### src/rtl/sfp_link_pkg.sv
// Shared constants and state encodings for the SFP cage bring-up controller.
package sfp_link_pkg;

  localparam int LINK_STATE_W  = 3;
  localparam int RX_RST_CYCLES = 16;

  typedef enum logic [LINK_STATE_W-1:0] {
    ST_ABSENT      = 3'd0,
    ST_TX_DIS      = 3'd1,
    ST_WAIT_LOCK   = 3'd2,
    ST_WAIT_SIGNAL = 3'd3,
    ST_LINK_UP     = 3'd4,
    ST_RX_RECOVER  = 3'd5,
    ST_FAULT       = 3'd6
  } link_state_e;

endpackage

### src/rtl/sfp_debounce.sv
// Two-flop synchronizer followed by a stability debouncer for one SFP status pin.
module sfp_debounce
  import sfp_link_pkg::*;
#(
  parameter int   STABLE_CYCLES = 1_000_000,
  parameter logic RESET_VAL     = 1'b1
) (
  input  logic clk,
  input  logic rst_n,
  input  logic i_pin,
  output logic o_level
);

  localparam int CNT_W = $clog2(STABLE_CYCLES) + 1;

  logic             r_meta;
  logic             r_sync;
  logic             r_level;
  logic [CNT_W-1:0] r_cnt;

  // The level only follows the synchronized pin after STABLE_CYCLES consecutive differing samples.
  always_ff @(posedge clk or negedge rst_n) begin
    if (!rst_n) begin
      r_meta  <= RESET_VAL;
      r_sync  <= RESET_VAL;
      r_level <= RESET_VAL;
      r_cnt   <= '0;
    end else begin
      r_meta <= i_pin;
      r_sync <= r_meta;
      if (r_sync != r_level) begin
        if (r_cnt == CNT_W'(STABLE_CYCLES - 1)) begin
          r_level <= r_sync;
          r_cnt   <= '0;
        end else begin
          r_cnt <= r_cnt + CNT_W'(1);
        end
      end else begin
        r_cnt <= '0;
      end
    end
  end

  assign o_level = r_level;

endmodule

### src/rtl/sfp_link_ctrl.sv
// SFP cage bring-up / supervision FSM for the GTY channel-2 1000BASE-X lane.
// Define SFP_LINK_CTRL_STATS_EN to add the saturating link_drops counter output.
module sfp_link_ctrl
  import sfp_link_pkg::*;
#(
  parameter int DEBOUNCE_CYCLES     = 1_000_000,
  parameter int TX_DIS_CYCLES       = 10_000,
  parameter int LOCK_TIMEOUT_CYCLES = 2_500_000,
  parameter int MAX_RETRIES         = 7
) (
  input  logic                    clk,
  input  logic                    rst_n,
  input  logic                    sfp_mod_abs,
  input  logic                    sfp_rx_los,
  input  logic                    sfp_tx_fault,
  input  logic                    gt_pll_lock,
  input  logic                    gt_tx_reset_done,
  input  logic                    gt_rx_reset_done,
  input  logic                    pcs_link_up,
  output logic                    sfp_tx_disable,
  output logic                    gt_reset_all,
  output logic                    gt_rx_reset_datapath,
  output logic                    link_ready,
  output logic [LINK_STATE_W-1:0] link_state,
  output logic [3:0]              retry_count,
  output logic                    fault
`ifdef SFP_LINK_CTRL_STATS_EN
  ,
  output logic [15:0]             link_drops
`endif
);

  localparam int MAX_A  = (DEBOUNCE_CYCLES > TX_DIS_CYCLES) ? DEBOUNCE_CYCLES : TX_DIS_CYCLES;
  localparam int MAX_C  = (MAX_A > LOCK_TIMEOUT_CYCLES) ? MAX_A : LOCK_TIMEOUT_CYCLES;
  localparam int CNT_W  = $clog2(MAX_C) + 1;

  localparam logic [LINK_STATE_W-1:0] S_ABSENT      = ST_ABSENT;
  localparam logic [LINK_STATE_W-1:0] S_TX_DIS      = ST_TX_DIS;
  localparam logic [LINK_STATE_W-1:0] S_WAIT_LOCK   = ST_WAIT_LOCK;
  localparam logic [LINK_STATE_W-1:0] S_WAIT_SIGNAL = ST_WAIT_SIGNAL;
  localparam logic [LINK_STATE_W-1:0] S_LINK_UP     = ST_LINK_UP;
  localparam logic [LINK_STATE_W-1:0] S_RX_RECOVER  = ST_RX_RECOVER;
  localparam logic [LINK_STATE_W-1:0] S_FAULT       = ST_FAULT;

  logic                    w_mod_abs_db;
  logic                    w_rx_los_db;
  logic                    r_tx_fault_meta;
  logic                    r_tx_fault_sync;
  logic [LINK_STATE_W-1:0] r_state;
  logic [LINK_STATE_W-1:0] w_next;
  logic [3:0]              r_retry;
  logic [3:0]              w_retry_next;
  logic [3:0]              w_retry_inc;
  logic                    w_retry_evt;
  logic                    w_timer_done;
  logic                    w_gt_ok;
  logic [CNT_W-1:0]        r_cnt;
  logic [CNT_W-1:0]        w_cnt_load;

  sfp_debounce #(
    .STABLE_CYCLES (DEBOUNCE_CYCLES),
    .RESET_VAL     (1'b1)
  ) u_db_mod_abs (
    .clk     (clk),
    .rst_n   (rst_n),
    .i_pin   (sfp_mod_abs),
    .o_level (w_mod_abs_db)
  );

  sfp_debounce #(
    .STABLE_CYCLES (DEBOUNCE_CYCLES),
    .RESET_VAL     (1'b1)
  ) u_db_rx_los (
    .clk     (clk),
    .rst_n   (rst_n),
    .i_pin   (sfp_rx_los),
    .o_level (w_rx_los_db)
  );

  // Laser fault is acted on immediately, so it is only synchronized.
  always_ff @(posedge clk or negedge rst_n) begin
    if (!rst_n) begin
      r_tx_fault_meta <= 1'b0;
      r_tx_fault_sync <= 1'b0;
    end else begin
      r_tx_fault_meta <= sfp_tx_fault;
      r_tx_fault_sync <= r_tx_fault_meta;
    end
  end

  assign w_gt_ok      = gt_pll_lock & gt_tx_reset_done & gt_rx_reset_done;
  assign w_timer_done = (r_cnt == '0);
  assign w_retry_inc  = r_retry + 4'd1;

  always_comb begin
    w_next       = r_state;
    w_retry_next = r_retry;
    w_retry_evt  = 1'b0;
    case (r_state)
      S_ABSENT:      if (!w_mod_abs_db) w_next = S_TX_DIS;
      S_TX_DIS:      if (w_timer_done) w_next = S_WAIT_LOCK;
      S_WAIT_LOCK: begin
        if (w_gt_ok)           w_next      = S_WAIT_SIGNAL;
        else if (w_timer_done) w_retry_evt = 1'b1;
      end
      S_WAIT_SIGNAL: begin
        if (r_tx_fault_sync)                   w_retry_evt = 1'b1;
        else if (!w_rx_los_db && pcs_link_up)  w_next      = S_LINK_UP;
      end
      S_LINK_UP: begin
        if (r_tx_fault_sync)                   w_retry_evt = 1'b1;
        else if (w_rx_los_db || !pcs_link_up)  w_next      = S_RX_RECOVER;
      end
      S_RX_RECOVER: begin
        if (r_tx_fault_sync)   w_retry_evt = 1'b1;
        else if (w_timer_done) w_next      = S_WAIT_SIGNAL;
      end
      S_FAULT:       w_next = S_FAULT;
      default:       w_next = S_ABSENT;
    endcase
    if (w_retry_evt) begin
      w_retry_next = w_retry_inc;
      w_next       = (w_retry_inc == 4'(MAX_RETRIES)) ? S_FAULT : S_TX_DIS;
    end
    // Module removal overrides everything, including a retry in the same cycle.
    if (w_mod_abs_db && (r_state != S_ABSENT)) begin
      w_next       = S_ABSENT;
      w_retry_next = 4'd0;
    end
  end

  always_comb begin
    w_cnt_load = '0;
    case (w_next)
      S_TX_DIS:     w_cnt_load = CNT_W'(TX_DIS_CYCLES - 1);
      S_WAIT_LOCK:  w_cnt_load = CNT_W'(LOCK_TIMEOUT_CYCLES - 1);
      S_RX_RECOVER: w_cnt_load = CNT_W'(RX_RST_CYCLES - 1);
      default:      w_cnt_load = '0;
    endcase
  end

  always_ff @(posedge clk or negedge rst_n) begin
    if (!rst_n) begin
      r_state <= S_ABSENT;
      r_retry <= 4'd0;
      r_cnt   <= '0;
    end else begin
      r_state <= w_next;
      r_retry <= w_retry_next;
      if (w_next != r_state)  r_cnt <= w_cnt_load;
      else if (!w_timer_done) r_cnt <= r_cnt - CNT_W'(1);
    end
  end

  // Outputs are a registered decode of the state, one cycle behind it.
  always_ff @(posedge clk or negedge rst_n) begin
    if (!rst_n) begin
      sfp_tx_disable       <= 1'b1;
      gt_reset_all         <= 1'b1;
      gt_rx_reset_datapath <= 1'b0;
      link_ready           <= 1'b0;
      link_state           <= S_ABSENT;
      retry_count          <= 4'd0;
      fault                <= 1'b0;
    end else begin
      sfp_tx_disable       <= (r_state == S_ABSENT) || (r_state == S_TX_DIS) || (r_state == S_FAULT);
      gt_reset_all         <= (r_state == S_ABSENT) || (r_state == S_TX_DIS) || (r_state == S_FAULT);
      gt_rx_reset_datapath <= (r_state == S_RX_RECOVER);
      link_ready           <= (r_state == S_LINK_UP);
      link_state           <= r_state;
      retry_count          <= r_retry;
      fault                <= (r_state == S_FAULT);
    end
  end

`ifdef SFP_LINK_CTRL_STATS_EN
  logic [15:0] r_link_drops;

  // Survives module removal; only rst_n clears it.
  always_ff @(posedge clk or negedge rst_n) begin
    if (!rst_n) begin
      r_link_drops <= 16'd0;
    end else if ((r_state == S_LINK_UP) && (w_next == S_RX_RECOVER) &&
                 (r_link_drops != 16'hFFFF)) begin
      r_link_drops <= r_link_drops + 16'd1;
    end
  end

  assign link_drops = r_link_drops;
`endif

endmodule

### config.mk
export PLATFORM = sky130hd
export DESIGN_NAME = sfp_link_ctrl
export DESIGN_NICKNAME = d
export VERILOG_FILES = /design/src/rtl/sfp_link_pkg.sv /design/src/rtl/sfp_debounce.sv /design/src/rtl/sfp_link_ctrl.sv
export SDC_FILE = /design/constraint.sdc
export NUM_CORES = 1
export LEC_CHECK = 0
export ABC_CLOCK_PERIOD_IN_PS = 6600
export BUFFER_PORTS_ARGS = -buffer_cell sky130_fd_sc_hd__buf_4
export CORE_MARGIN = 5
export CORE_UTILIZATION = 38
export DETAILED_ROUTE_END_ITERATION = 16
export GPL_ROUTABILITY_DRIVEN = 1
export PLACE_DENSITY = 0.65
export SYNTH_ARGS = -nofsm -noshare
export SYNTH_HDL_FRONTEND = slang
export SYNTH_SLANG_ARGS = --single-unit
export TNS_END_PERCENT = 30
### constraint.sdc
create_clock -name clk -period 6.6 [get_ports clk]
set_input_delay 1.65 -clock clk [delete_from_list [all_inputs] [get_ports clk]]
set_output_delay 1.65 -clock clk [all_outputs]
set_load 0.05 [all_outputs]
==> impl_metrics.yaml, run 1 <==
detailed_routing:
  vias_per_cell: 5.23
  dr_total_vias: 3282
  first_iter_violations: 191
  routed_wl_um: 8990
  wire_per_inst_um: 14.3
  drt_pre_antenna_iters: 4
  ant_nets: 0
  post-route-drc-count: 0
timing:
  min_period_ns: 4.13
  hold_viol: 0
  fin_crit_sh: 0.626
  relSlewSlack: 0.188
  holdWs_ns: 0.354
  setup-violations-final: 0
  drv_slew: 0
  worst_slew_pin_slew_ns: 1.21
  clock_skew_ns: 0.00558
  tns_ns: 0
  rsz0062_at_grt: "no"
  fmax_mhz: 242
placed_design:
  dp_hpwl_um: 6270
  dp.cells: 612
  place.gp.congestion: 0.813
  port_buffers: 20
power_and_ir_drop:
  p_leak_uw: 0.00233
  powerDensity_nw_per_um2: 295
  irDropWorstVdd_mv: 0.118
  finalPower_uw: 1520
setup_path:
  slowest_delay_ns: 0.99
  crit_path_end_kind: "register"
  critPathKind: "input port to register"
  critPathSlowestCell: "a211oi_4"
  crit_chain: "buf_4, a31oi_1, and2_1, a31o_1, and3_1, o2bb2a_4, a211oi_4, mux2i_1"
  worst_setup_path_start_kind: "input port"
  arrival_ns: 4.40
  crit_path_max_fanout: 23
  crit_required_ns: 6.86
global_route:
  grt_usage: 0.135
  grt_max_degree: 51
  grt_pass1_vias: 3346
  overflow: 0
  antenna_found_initial: 0
  grt_pass1_wl_um: 15800
synthesis:
  yosys_warnings: 0
  synth-edff-count: 0
  ys.flop_type: "dfrtp_1"
  syn_nets: 474
  synth_async_sr_flop_share: 1.00
  ys_top_cells_by_area: "dfrtp_1 (46%), xor2_1 (6.5%), nor2_1 (5.6%)"
  synth_top_area_cell: "dfrtp_1"
  syn_inst: 460
  avgSynthCellArea_um2: 9.99
  ys_ff_latch: 91
  seq_area_frac_synth: 0.498
  yosysTopAreaCellShare: 0.458
  syn_area_um2: 4590
  synth_cell_types: 53
clock_tree:
  hold_buffers: 0
  cts_tree: "built"
  cts_resized: 0
  post_cts_buffers: 0
  clkSinkCount: 91
  clkTransAtPathRegs_ns: 0.07
  root_buffer: "clkbuf_16"
  clockBufferDepth: 2
  htree_levels: 3
  cts_made_buffers: 9
  worstSkewPairLatency_ns: 0.35
cells_and_area:
  most-common-layout-cells: "dfrtp_1 (84), nor2_1 (68), nand2_1 (40)"
  final_nets: 490
  final_cells: 628
  drive_above_1_share: 0.114
  area_delta_synth_final_pct: 12.1
  antennaDiodeCount: 0
  mostFrequentLayoutCell: "dfrtp_1"
die:
  die-area_um2: 14400
  die_w_um: 120
  rows: 40
  core_um2: 11900
  die_y_um: 120
  pin_count: 21
  initial_utilization: 0.386
flow_run:
  cap_violations: 0
min_path:
  hold_path_class: "register to register"
outcome:
  status: "finished clean"
-- report_power, final --
group          switching, uW  leakage [uW]  internal, uW
sequential              62.8       0.00118           620
combinational            181       0.00100           127
clock                    229      0.000153           300
total                    474       0.00233          1050
-- logic make-up (layout without fill, tap and decap cells) --
kind of cell | count (synthesis) | in the layout | share of synthesized area
XOR/XNOR | 59 | 59 | 0.113
AND/OR/NAND/NOR | 223 | 223 | 0.248
flip-flops | 91 | 91 | 0.498
buffers and inverters | 26 | 47 | 0.0281
adder cells (fa/ha/maj) | 5 | 5 | 0.0136
multiplexers | 18 | 18 | 0.0400
AO/OA/AOI/OAI | 38 | 38 | 0.0599
-- synth_stat cells (all sizes together) (8+ instances only) --
library cell / count
a21oi: 11
and2: 8
and3: 12
clkbuf: 10
dfrtp: 84
inv: 10
mux2i: 15
nand2: 40
nand3: 18
nand4: 12
nor2: 68
nor2b: 9
nor3: 18
nor4: 8
xnor2: 25
xor2: 34
-- cell type report --
type                            count  area [um^2]
Timing Repair Buffer               21          158
Inverter                           10         37.5
Tap cell                          147          184
Fill cell                        1143         6760
Multi-Input combinational cell    343         2180
Sequential cell                    91         2290
Clock buffer                        9          225
Clock inverter                      7         81.3
-- critical path, delay by kind of cell --
kind            cells  cell delay (ns)
mux                 1             0.29
buf+inv             1             0.11
simple gates        2             0.56
compound gates      4             1.78
-- stage by stage --
stage | util | setup WS [ns] | instance area (um^2)
after floorplan | - | 2.94 | 4590
after global placement | 0.407 | 2.22 | 4840
after detailed placement | 0.407 | 2.13 | 4840
after CTS | 0.432 | 2.48 | 5150
after global routing | 0.432 | 2.24 | 5150
final | 0.432 | 2.47 | 5150
-- final timing paths --
| kind | endpoint | start | cells after the start | slack (ns) |
|---|---|---|---|---|
| hold reg to reg | r_tx_fault_sync | r_tx_fault_meta | 0 | 0.35 |
| hold / removal | r_tx_fault_sync | r_tx_fault_meta | 0 | 0.35 |
| setup / recovery | r_cnt[2] | gt_pll_lock | 8 | 2.47 |
| min in group asynchronous | fault | rst_n | 1 | 1.28 |
| setup reg to reg | r_cnt[2] | r_cnt[0] | 9 | 2.63 |
| max in group asynchronous | u_db_mod_abs.r_cnt[17] | rst_n | 2 | 4.30 |
-- sequential cells by signal (all words and copies together) (netlist names) --
name                  cells
retry_count               4
u_db_rx_los.r_meta        1
u_db_rx_los.o_level       1
r_retry                   4
u_db_rx_los.r_cnt        21
r_state                   3
u_db_rx_los.r_sync        1
fault                     1
link_ready                1
u_db_mod_abs.o_level      1
r_tx_fault_sync           1
r_tx_fault_meta           1
u_db_mod_abs.r_cnt       21
gt_rx_reset_datapath      1
u_db_mod_abs.r_sync       1
u_db_mod_abs.r_meta       1
link_state                3
r_cnt                    23
gt_reset_all              1
-- metal layers --
metal  vias to the layer above  part of all wire  GRT usage  wire (um)
met1                      1623              0.47      0.173       4190
met4                         0             0.012     0.0372        110
met2                        38              0.49      0.224       4420
met3                        11             0.030     0.0382        268
li1                       1610                 -          -          -
met5                         -                 0          0          0
(Power assumes the default switching activity.)
==> inputs of run 2 (changes only) <==
ABC_AREA = 1   (was not set)
ABC_CLOCK_PERIOD_IN_PS = 3700   (was 6600)
PLACE_DENSITY = 0.67   (was 0.65)
clock period = 3.7 ns   (was 6.6 ns; I/O delays follow)
==> run 2 against run 1 <==
  * Utilization increased by 0.88 points
  * Total power increased by 36%
  * Die area rose by 1.3%
  * Global-route usage shrank 0.30 points
  * First-iteration DRC count rose by 30%
  * Synthesized cell count increased by 19%
  * Synthesized area increased by 1.4%
  * Largest cell class unchanged
  * Clock-buffer cell count rose by 2
  * Critical path depth grew 7
  * Via count increased by 11%
==> impl_metrics.yaml, run 2 <==
synthesis:
  yosysMostFrequentCell: "nand2_1"
  synth_top_area_cell: "dfrtp_1"
  synth_cell_types: 46
  synth_top_family_by_area: "simple AND/OR/NAND/NOR gates"
  syn_inst: 547
  ys_ff_latch: 91
  synth-edff-count: 0
  avgSynthCellArea_um2: 8.51
  yosysTopAreaCellShare: 0.451
  synthAdderAreaFrac: 0.0134
  ys_top_cells_by_area: "dfrtp_1 (45%), nand2_1 (7.7%), nor2_1 (5.9%)"
  synth_compound_area_frac: 0.0871
  syn_area_um2: 4660
  synth_async_sr_flop_share: 1.00
  yosys-top-cells-count: "nand2_1 (95), dfrtp_1 (84), nor2_1 (73)"
  seq_area_frac_synth: 0.491
  syn_nets: 561
  synthXorXnorAreaFrac: 0.0564
  yosys_warnings: 0
  ys.flop_type: "dfrtp_1"
  synthMuxAreaShare: 0.00484
  synth-simple-area-share: 0.279
cells_and_area:
  drive_above_1_share: 0.147
  area_delta_synth_final_pct: 13.8
  largest_register: "r_cnt"
  antennaDiodeCount: 0
  mostFrequentLayoutCell: "nand2_1"
  largest_register_ffs: 23
  most-common-layout-cells: "nand2_1 (95), dfrtp_1 (84), nor2_1 (73)"
  stdcell_area_um2: 5300
  reg_top3: "r_cnt: 23 flops, u_db_mod_abs.r_cnt: 21 flops, u_db_rx_los.r_cnt: 21 flops"
  final_nets: 589
setup_path:
  crit_path_max_fanout: 13
  crit_chain: "inv_1, ha_1, nand2_1, nor2_4, nand3_4, clkinv_2, nand3_2, nand2_1, nand2_1, nand2_2, nand2_1, nand2_2, nand4_1, nand2_1, a21oi_1"
  arrival_ns: 3.08
  critPathKind: "register to register"
  slowest_delay_ns: 0.48
  critPathSlowestCell: "nand4_1"
  crit_path_end_kind: "register"
  crit_required_ns: 3.91
  worst_setup_path_start_kind: "register"
  startpoint: "r_cnt[0]"
  timing.rr.start: "r_cnt[0]"
  critPathMostFrequentCell: "nand2_1"
power_and_ir_drop:
  irDropWorstVdd_mv: 0.280
  powerDensity_nw_per_um2: 389
  p_leak_uw: 0.00247
min_path:
  hold_path_class: "register to register"
  hold_start: "u_db_mod_abs.r_meta"
die:
  core_um2: 12000
  die_w_um: 121
  die_y_um: 121
  initial_utilization: 0.388
  rows: 40
  pin_count: 21
  die-area_um2: 14600
global_route:
  overflow: 0
  grt_usage: 0.132
  grt_pass1_vias: 3594
  grt_pass1_wl_um: 16000
  antenna_found_initial: 0
  grt_max_degree: 48
detailed_routing:
  first_iter_violations: 248
  routed_wl_um: 8980
  vias_per_cell: 5.03
  ant_nets: 0
  drt_pre_antenna_iters: 4
  post-route-drc-count: 0
  wire_per_inst_um: 12.3
  dr_total_vias: 3655
clock_tree:
  htree_levels: 3
  clkTransAtPathRegs_ns: 0.06
  cts_tree: "built"
  clkSinkCount: 91
  hold_buffers: 0
  cts_made_buffers: 9
  cts_resized: 0
  worstSkewPairLatency_ns: 0.34
  post_cts_buffers: 0
  root_buffer: "clkbuf_16"
  clockBufferDepth: 2
timing:
  fmax_mhz: 348
  min_period_ns: 2.87
  hold_viol: 0
  setup-violations-final: 0
  relSlewSlack: 0.588
  rsz0062_at_grt: "no"
  tns_ns: 0
  worst_slew_pin_slew_ns: 0.611
  fin_crit_sh: 0.776
  clock_skew_ns: 0.00618
  drv_slew: 0
flow_run:
  cap_violations: 0
placed_design:
  place.gp.congestion: 0.925
  port_buffers: 20
  dp_hpwl_um: 6700
  placed_cell_area_um2: 4970
outcome:
  status: "finished clean"
run 2: changes by cell type after synthesis, sizes merged, moves of 9 or more:
cell / previous run / this run
mux2i: 15 / 0
xnor2: 25 / 10
nand3: 18 / 32
a21oi: 11 / 32
nor2b: 9 / 0
inv: 10 / 72
xor2: 34 / 20
nand2: 40 / 104
and3: 12 / 1
nor2: 68 / 84
run 2: final timing paths:
check / slack, ns / endpoint / depth (start not counted)
max: 0.83 / r_cnt[17] / 15
min: 0.35 / u_db_mod_abs.r_sync / 0
max reg2reg: 0.83 / r_cnt[17] / 15
min reg2reg: 0.35 / u_db_mod_abs.r_sync / 0
max in group asynchronous: 2.34 / gt_reset_all / 2
min in group asynchronous: 0.59 / u_db_rx_los.r_cnt[11] / 1
run 2: layout make-up:
| cell class | instances | area (um^2) |
|---|---|---|
| Clock inverter | 5 | 86.3 |
| Multi-Input combinational cell | 377 | 2050 |
| Clock buffer | 11 | 243 |
| Sequential cell | 91 | 2290 |
| Tap cell | 147 | 184 |
| Inverter | 73 | 275 |
| Fill cell | 1158 | 6710 |
| Timing Repair Buffer | 23 | 173 |
run 2: worst max-delay path: cells and delay by family (launching register included):
kind / cells / cell delay (ns)
DFF: 1 / 0.38
AOI/OAI and AO/OA: 1 / 0.10
adders and majority gates: 1 / 0.21
buffers and inverters: 2 / 0.22
and+or+nand+nor: 11 / 1.81
run 2: report_power, final:
part | leakage (uW) | total (uW) | switching (uW) | internal, uW
Clock | 0.000160 | 997 | 382 | 615
Combinational | 0.00114 | 52.7 | 36.6 | 16.2
Sequential | 0.00118 | 1010 | 5.80 | 1010
run 2: metrics by stage:
| stage | power, uW | setup WS, ns | hold slack [ns] | instances | util |
|---|---|---|---|---|---|
| floorplan | 1050 | 1.38 | 0.331 | 547 | - |
| global placement | 1080 | 0.852 | 0.345 | 711 | 0.414 |
| detailed placement | 1080 | 0.692 | 0.338 | 711 | 0.414 |
| CTS | 2090 | 0.843 | 0.351 | 727 | 0.441 |
| global route | 2140 | 0.529 | 0.352 | 727 | 0.441 |
| finish | 2060 | 0.830 | 0.352 | 727 | 0.441 |
run 2: kinds of logic after synthesis:
kind of cell / count (synthesis)
and+or+nand+nor: 275
adders and majority gates: 5
buffers and inverters: 79
xor gates and xnor gates: 30
muxes: 2
AOI/OAI and AO/OA: 65
DFF: 91
run 2: per-layer routing:
metal  part of all wire  routed length, um  GRT usage
met4             0.0070                 63     0.0439
met5                  0                  0          0
met2               0.50               4470      0.225
met1               0.47               4180      0.166
met3              0.029                263     0.0295
==> inputs of run 3 (changes only) <==
ABC_CLOCK_PERIOD_IN_PS = 2300   (was 3700)
clock period = 2.3 ns   (was 3.7 ns; I/O delays follow)
==> run 3 against run 2 <==
  * Utilization up 2.9 points
  * Sequential power rose by 61%
  * Via count up 5.4%
  * Register-to-register slack worse by 0.76 ns
  * Non-clock buffer count is 28 higher
  * First-iteration DRC count rose by 28%
  * Sequential cell count is the same
  * Design area rose by 6.5%
  * Clock skew fell by 0.00076 ns
  * Worst hold slack got worse by 0.20 ns
  * Sequential share of layout area fell by 2.6 points
  * Critical endpoint is now r_cnt[8]
  * Largest power group unchanged
==> impl_metrics.yaml, run 3 (synthesis results as in run 2) <==
die:
  pin_count: 21
  die_y_um: 121
  initial_utilization: 0.388
  die-area_um2: 14600
  rows: 40
  core_um2: 12000
  die_w_um: 121
outcome:
  status: "finished clean"
global_route:
  grt_pass1_vias: 3684
  grt_usage: 0.138
  grt_pass1_wl_um: 16500
  grt_max_degree: 45
  antenna_found_initial: 0
  overflow: 0
detailed_routing:
  post-route-drc-count: 0
  top_layer_used: "met4"
  wire_per_inst_um: 12.8
  wl_met2_um: 4890
  routed_wl_um: 9690
  vias_per_cell: 5.10
  drt-met1-wl_um: 4370
  dr_total_vias: 3852
  first_iter_violations: 318
  drt_pre_antenna_iters: 4
  wl_met3_um: 289
  ant_nets: 0
setup_path:
  crit_chain: "nor2_2, nand2_2, nor2_4, nand3_4, nor2_2, nor2_1, nand2_1, nand2_2, nand2_2, nand2_2, nand2_4, nand2_4, nor2_4, buf_6, nand2_1, a21oi_2"
  slowest_delay_ns: 0.40
  worst_setup_path_start_kind: "register"
  path_buf_inv: 1
  crit_required_ns: 2.57
  crit_family: "simple AND/OR/NAND/NOR gates"
  critPathKind: "register to register"
  critPathMostFrequentCell: "nand2_2"
  crit_path_end_kind: "register"
  crit_path_max_fanout: 6
  arrival_ns: 2.50
  critPathSlowestCell: "dfrtp_1"
clock_tree:
  cts_made_buffers: 9
  worstSkewPairLatency_ns: 0.34
  clockBufferDepth: 2
  htree_levels: 3
  hold_buffers: 0
  cts_tree: "built"
  root_buffer: "clkbuf_16"
  clkSinkCount: 91
  clkTransAtPathRegs_ns: 0.06
timing:
  setup-violations-final: 0
  fin_crit_sh: 0.972
  relSlewSlack: 0.693
  min_period_ns: 2.23
  hold_viol: 0
  rsz0062_at_grt: "yes"
  worst_slew_pin_slew_ns: 0.456
  clock_skew_ns: 0.00542
  drv_slew: 0
  fmax_mhz: 447
cells_and_area:
  fillers: 1134
  most-common-layout-cells: "nand2_1 (85), dfrtp_1 (82), inv_1 (68), nor2_1 (68), buf_4 (47)"
  drive_above_1_share: 0.233
  reg_top3: "r_cnt: 23 flops, u_db_mod_abs.r_cnt: 21 flops, u_db_rx_los.r_cnt: 21 flops"
  post-route-util: 0.470
  largest_register: "r_cnt"
  final_nets: 618
  largest_register_ffs: 23
  area_delta_synth_final_pct: 21.2
  mostFrequentLayoutCell: "nand2_1"
  antennaDiodeCount: 0
flow_run:
  cap_violations: 0
power_and_ir_drop:
  powerDensity_nw_per_um2: 573
  irDropWorstVdd_mv: 0.354
  p_leak_uw: 0.00262
  finalPower_uw: 3230
placed_design:
  dp_hpwl_um: 6950
  place.gp.congestion: 0.841
  port_buffers: 20
min_path:
  hold_path_class: "input port to asynchronous set/reset pin"
run 3: cell types whose count changed in the layout (fill, tap and decap cells not counted), sizes merged:
cell / delta
bufinv: -1
clkinv: +1
clkbuf: +3
buf: +28
inv: -2
run 3: repair_timing:
| item | in CTS | in global routing |
|---|---|---|
| gates resized for setup | 1 | 42 |
| setup buffers | 0 | 13 |
| endpoints found under the hold margin | 0 | 0 |
| pin swaps | 0 | 23 |
| cloned | 0 | 2 |
| endpoints found under the setup margin | 2 | 29 |
run 3: area by class of cell:
class | count | area (um^2) | share of cell area
clock buffers | 14 | 274 | 0.0486
clock inverters | 2 | 35.0 | 0.00621
inverters | 73 | 280 | 0.0497
multi-input cells | 377 | 2170 | 0.384
flip-flops and latches | 91 | 2290 | 0.406
well taps | 147 | 184 | 0.0326
repair buffers | 51 | 407 | 0.0721
repair inverters | 1 | 5.00 | 0.000887
run 3: final timing paths:
kind,slack [ns],end,cells past startpoint,startpoint
min in group clk,0.34,r_tx_fault_meta,1,sfp_tx_fault
hold / removal,0.15,u_db_rx_los.r_cnt[12],1,rst_n
hold reg to reg,0.36,u_db_rx_los.r_sync,0,u_db_rx_los.r_meta
setup / recovery,0.07,r_cnt[8],16,r_cnt[9]
max in group asynchronous,1.54,r_cnt[19],2,rst_n
setup reg to reg,0.07,r_cnt[8],16,r_cnt[9]
run 3: metrics by stage:
step	hold WS (ns)	TNS, ns	instances	instance area [um^2]	setup WS (ns)
floorplan	0.279	0	547	4660	0.122
global placement	0.340	0	725	5090	0.122
detailed placement	0.349	0	725	5090	0.0106
CTS	0.159	0	741	5400	0.00425
global route	0.173	-1.40	756	5640	-0.136
finish	0.148	0	756	5640	0.0653
run 3: power by group:
part / switching, uW / leakage (uW) / internal (uW)
registers: 9.69 / 0.00117 / 1620
logic: 59.7 / 0.00130 / 30.6
clock network: 583 / 0.000153 / 930
total: 652 / 0.00262 / 2580
run 3: layer usage:
layer,vias to the layer above,global-route usage
met5,-,0
met4,0,0.0432
met3,14,0.0318
met2,67,0.233
met1,1884,0.174
li1,1887,-
